--- config.mk ---
export PLATFORM = sky130hd
export DESIGN_NAME = btb_update_ctrl
export DESIGN_NICKNAME = d
export VERILOG_FILES = /design/src/rtl/btb_update_ctrl.sv
export SDC_FILE = /design/constraint.sdc
export NUM_CORES = 1
export LEC_CHECK = 0
export ABC_AREA = 1
export CAP_MARGIN = 40
export CORE_ASPECT_RATIO = 0.6
export CORE_MARGIN = 10
export CORE_UTILIZATION = 25
export CTS_BUF_LIST = sky130_fd_sc_hd__clkbuf_2
export DETAILED_ROUTE_END_ITERATION = 8
export PLACE_DENSITY = 0.56
export SYNTH_ARGS = -nofsm -noshare
export SYNTH_HDL_FRONTEND = slang
export SYNTH_SLANG_ARGS = --single-unit
--- constraint.sdc ---
create_clock -name clk -period 4.8 [get_ports clk]
set_input_delay 0.96 -clock clk [delete_from_list [all_inputs] [get_ports clk]]
set_output_delay 0.96 -clock clk [all_outputs]
set_load 0.005 [all_outputs]
--- src/rtl/btb_update_ctrl.sv ---
// BTB write sequencer: filters resolved branches, queues BTB updates,
// and runs a set-by-set invalidation sweep after reset or flush.
module btb_update_ctrl #(
   parameter int SETS       = 16,
   parameter int SET_BITS   = 4,
   parameter int FIFO_DEPTH = 4,
   parameter int CNT_W      = 16
) (
   input  logic                clk,
   input  logic                reset_n,
   input  logic                res_valid,
   input  logic [31:0]         res_pc,
   input  logic                res_taken,
   input  logic [31:0]         res_target,
   input  logic                res_pred_hit,
   input  logic [31:0]         res_pred_target,
   input  logic                flush_req,
   output logic                res_ready,
   output logic                btb_update_en,
   output logic [31:0]         btb_update_pc,
   output logic [31:0]         btb_update_target,
   output logic                btb_inval_en,
   output logic [SET_BITS-1:0] btb_inval_set,
   output logic                mispredict,
   output logic                busy,
   output logic [CNT_W-1:0]    drop_cnt
);

   localparam int PW = $clog2(FIFO_DEPTH);

   typedef enum logic {
      ST_SWEEP = 1'b0,
      ST_RUN   = 1'b1
   } state_t;

   state_t              r_state;
   state_t              w_state_nxt;
   logic [SET_BITS-1:0] r_idx;
   logic [SET_BITS-1:0] w_idx_nxt;

   logic [31:0]         r_pc  [FIFO_DEPTH];
   logic [31:0]         r_tgt [FIFO_DEPTH];
   logic [PW-1:0]       r_wr;
   logic [PW-1:0]       r_rd;
   logic [PW:0]         r_cnt;
   logic [CNT_W-1:0]    r_drop;
   logic                r_mis;

   logic w_tgt_diff;
   logic w_need;
   logic w_mis;
   logic w_full;
   logic w_empty;
   logic w_run;
   logic w_push;
   logic w_drop;
   logic w_pop;

   assign w_tgt_diff = res_pred_target != res_target;
   assign w_need     = res_valid & res_taken & (!res_pred_hit | w_tgt_diff);
   assign w_mis      = res_valid & ((res_taken != res_pred_hit) |
                       (res_taken & res_pred_hit & w_tgt_diff));

   assign w_full  = r_cnt == (PW+1)'(FIFO_DEPTH);
   assign w_empty = r_cnt == '0;
   assign w_run   = r_state == ST_RUN;

   // A flush discards the same-cycle push outright; it is not a drop.
   assign w_push = w_need & !w_full & !flush_req;
   assign w_drop = w_need & w_full & !flush_req;
   assign w_pop  = w_run & !w_empty & !flush_req;

   always_comb begin
      w_state_nxt = r_state;
      w_idx_nxt   = r_idx;
      unique case (r_state)
         ST_SWEEP: begin
            if (flush_req) begin
               w_idx_nxt = '0;
            end else if (r_idx == SET_BITS'(SETS - 1)) begin
               w_state_nxt = ST_RUN;
               w_idx_nxt   = '0;
            end else begin
               w_idx_nxt = r_idx + SET_BITS'(1);
            end
         end
         ST_RUN: begin
            if (flush_req) begin
               w_state_nxt = ST_SWEEP;
               w_idx_nxt   = '0;
            end
         end
         default: begin
            w_state_nxt = ST_SWEEP;
            w_idx_nxt   = '0;
         end
      endcase
   end

   always_ff @(posedge clk) begin
      if (!reset_n) begin
         r_state <= ST_SWEEP;
         r_idx   <= '0;
         r_wr    <= '0;
         r_rd    <= '0;
         r_cnt   <= '0;
         r_drop  <= '0;
         r_mis   <= 1'b0;
      end else begin
         r_state <= w_state_nxt;
         r_idx   <= w_idx_nxt;
         r_mis   <= w_mis;
         if (flush_req) begin
            r_wr  <= '0;
            r_rd  <= '0;
            r_cnt <= '0;
         end else begin
            if (w_push) r_wr <= r_wr + PW'(1);
            if (w_pop)  r_rd <= r_rd + PW'(1);
            if (w_push && !w_pop)
               r_cnt <= r_cnt + (PW+1)'(1);
            else if (w_pop && !w_push)
               r_cnt <= r_cnt - (PW+1)'(1);
         end
         if (w_drop && (r_drop != '1))
            r_drop <= r_drop + CNT_W'(1);
      end
   end

   always_ff @(posedge clk) begin
      if (w_push) begin
         r_pc[r_wr]  <= res_pc;
         r_tgt[r_wr] <= res_target;
      end
   end

   assign res_ready         = !w_full;
   assign btb_update_en     = w_pop;
   assign btb_update_pc     = r_pc[r_rd];
   assign btb_update_target = r_tgt[r_rd];
   assign btb_inval_en      = !w_run;
   assign btb_inval_set     = w_run ? '0 : r_idx;
   assign busy              = !w_run;
   assign mispredict        = r_mis;
   assign drop_cnt          = r_drop;

endmodule

==> results.yml <==
status:
  status: "finished, final reports clean"
timing:
  post-route-period-util_pct: 86.57
  fin_ws_ns: 0.6447
  tightestPinTransition_ns: 0.8055
  rsz0062_at_grt: "false"
  fmaxAchievable_mhz: 240.7
  hold_violations: 0
  period_minus_slack_ns: 4.155
  finalMaxSlewViolations: 0
  fin_skew_ns: 0.05731
  slew_headroom_pct: 46.30
  setup_viol: 0
  tns_ns: 0
placed_design:
  port_buffers: 190
  gp_congestion: 0.7718
  dp_hpwl_um: 20730
  dp.cells: 1776
  place_ws_ns: 0.6365
critical_path:
  path_class: "reg2out"
  crit_required_ns: 3.84
  reg2reg_depth: 7
  crit_path_end: "btb_update_pc[12]"
  cp-start-kind: "register"
  timing.rr.end: "r_tgt[2][28]$_DFFE_PP_"
  regToRegSetupSlack_ns: 2.61
  critPathMaxFanout: 69
  r2r_start: "r_cnt[0]$_SDFFE_PP0P_"
  cp-end-kind: "output port"
  cp.arrival_ns: 3.20
clocking:
  cts_setup_buffers: 0
  cts_made_buffers: 72
  htreeDepth: 3
  cts_buffer_depth: 3
  clock-root-buffer: "clkbuf_2"
  cts.clk_slew.worst_paths_ns: 0.11
  clkLatencyLatePin_ns: 0.88
  cts_tree: "built"
  cts_resized: 0
  postCtsHoldBufs: 0
  clkSinkCount: 287
floorplanning:
  die_height_um: 188.4
  rows: 61
  die_w_um: 300.7
  core_um2: 46480
  io_pins: 191
  dieArea_um2: 56650
  start_util_pct: 25.42
layout:
  areaGrowthSynthToFinish_pct: 28.84
  nets: 1331
  fin_cells: 1901
  utilization_pct: 32.76
  final_layout_size_suffix_gt1_share_pct: 13.23
logic_synthesis:
  ys_seq_area_share_pct: 70.30
  synth_top_cell_by_area: "edfxtp_1"
  synth_fp_nets: 1102
  synthFlopType: "edfxtp_1"
  ys_ff_latch: 287
  syn_avg_cell_area_um2: 11.92
  synth_edf_count: 256
  synth_area_leaders: "edfxtp_1, o21ai_0, nor2_1, dfxtp_1, o22ai_1"
  synth.top_cell.area_share_pct: 65.05
  synth_area_um2: 11820
  yosysWarnings: 0
  yosysMostFrequentCell: "edfxtp_1"
  yosysUniqueCellTypes: 35
  postSynth.asyncResetShare_pct: 0
  ys_top_cells_by_count: "edfxtp_1, nor2_1, o21ai_0"
  syn_inst: 991
power:
  p_sw_share_pct: 23.46
  vdd_drop_max_mv: 0.1207
  switchingPower_w: 0.001121
  p_clk_share_pct: 36.9
  power_w: 0.004777
  powerDensity_nw_per_um2: 313.7
  seqPwrFrac_pct: 57.5
  intPower_w: 0.003656
  p_leak_nw: 5.511
  comb_power_share_pct: 5.6
route:
  vias: 8183
  drc_errors: 0
  vias_per_cell: 4.305
  wl_per_cell_um: 17.28
  dr.pass1.iters: 5
  drt-initial-drc-count: 440
  ant_nets: 0
  drt_wl_total_um: 32840
global_routing:
  first_global_vias: 8227
  grt_util_met3_pct: 4.029
  top_usage_layer: "met2"
  grt.total_usage_pct: 11.42
  grt.overflow.total: 0
  grt_pass1_wl_um: 49880
  use_met2_pct: 17.49
  met1_usage_pct: 14.73
  antenna_found_initial: 3
  grt_max_degree: 73
min_path:
  hp-class: "reg2reg"
  min_from: "r_rd[1]$_SDFFE_PP0P_"
flow_run:
  cap_violations: 0
-- critical path, stage by stage, from the launching register on --
cell and delay, ns:
dfxtp_4 0.37, inv_4 0.52, buf_12 0.33, o21ai_0 0.12, o22ai_1 0.29, clkdlybuf4s50_1 0.58
-- sequential cells by signal, summed over array words and instances (netlist names), named ones only --
name,cells
drop_cnt,16
mispredict,1
r_cnt,3
r_idx,4
r_pc,128
r_rd,2
r_state,1
r_tgt,128
r_wr,2
-- power groups by stage --
stage	sequential [W]	clock, W	combinational, W
floorplan	0.00281	0	0.0000778
global placement	0.00280	0	0.000268
detailed placement	0.00280	0	0.000270
CTS	0.00275	0.00186	0.000272
global route	0.00275	0.00199	0.000293
finish	0.00275	0.00176	0.000267
-- layer usage --
metal  wire length [um]  up-vias
li1                   -     3992
met1              15220     3918
met2              14690      210
met3               2233       59
met4                670        4
met5                 31        -
-- cells by family (layout without fill, tap and decap cells) --
family,after synthesis,in the layout,share of synthesized area (%)
adder cells (fa/ha/maj),9,9,1.016
XOR/XNOR,23,23,1.705
buffers and inverters,133,412,4.457
other,0,1,0
AO/OA/AOI/OAI,225,225,10.50
flip-flops,287,287,70.30
AND/OR/NAND/NOR,314,314,12.02
-- worst min-delay path by stage --
stage | endpoint | cells after the start | slack (ns)
floorplan | register | 2 | 0.44
global placement | register | 2 | 0.45
detailed placement | register | 2 | 0.44
CTS | register | 2 | 0.44
global route | register | 1 | 0.46
finish | register | 2 | 0.45
-- layout by cell type (no fill, tap or decap), drive strengths merged, types with 2 or more instances in the layout --
cell type      instances
o22ai                 64
buf                   12
clkdlybuf4s50        190
nand4                 19
nand3                  8
nor2                 185
o21bai                12
clkbuf               101
xnor2                 21
dfxtp                 31
bufinv                 4
edfxtp               256
clkinv                25
inv                   79
nor3                   4
nand2                 97
a21oi                 11
ha                     8
xor2                   2
o21ai                136
-- final cells by class --
cell class | count | area (um2)
Fill cell | 4657 | 31260
Sequential cell | 287 | 8313
Multi-Input combinational cell | 571 | 3013
Timing Repair Buffer | 202 | 2079
Tap cell | 630 | 788.3
Clock buffer | 101 | 505.5
Inverter | 86 | 325.3
Clock inverter | 23 | 198.9
Antenna cell | 1 | 2.502
-- through the flow --
step	hold slack, ns	instance area, um2
3_5_place_dp	0.4447	14520
6_report	0.4490	15230
5_1_grt	0.4578	15220
4_1_cts	0.4370	15220
3_3_place_gp	0.4453	14520
2_1_floorplan	0.4357	11820
(Power assumes the default switching activity.)
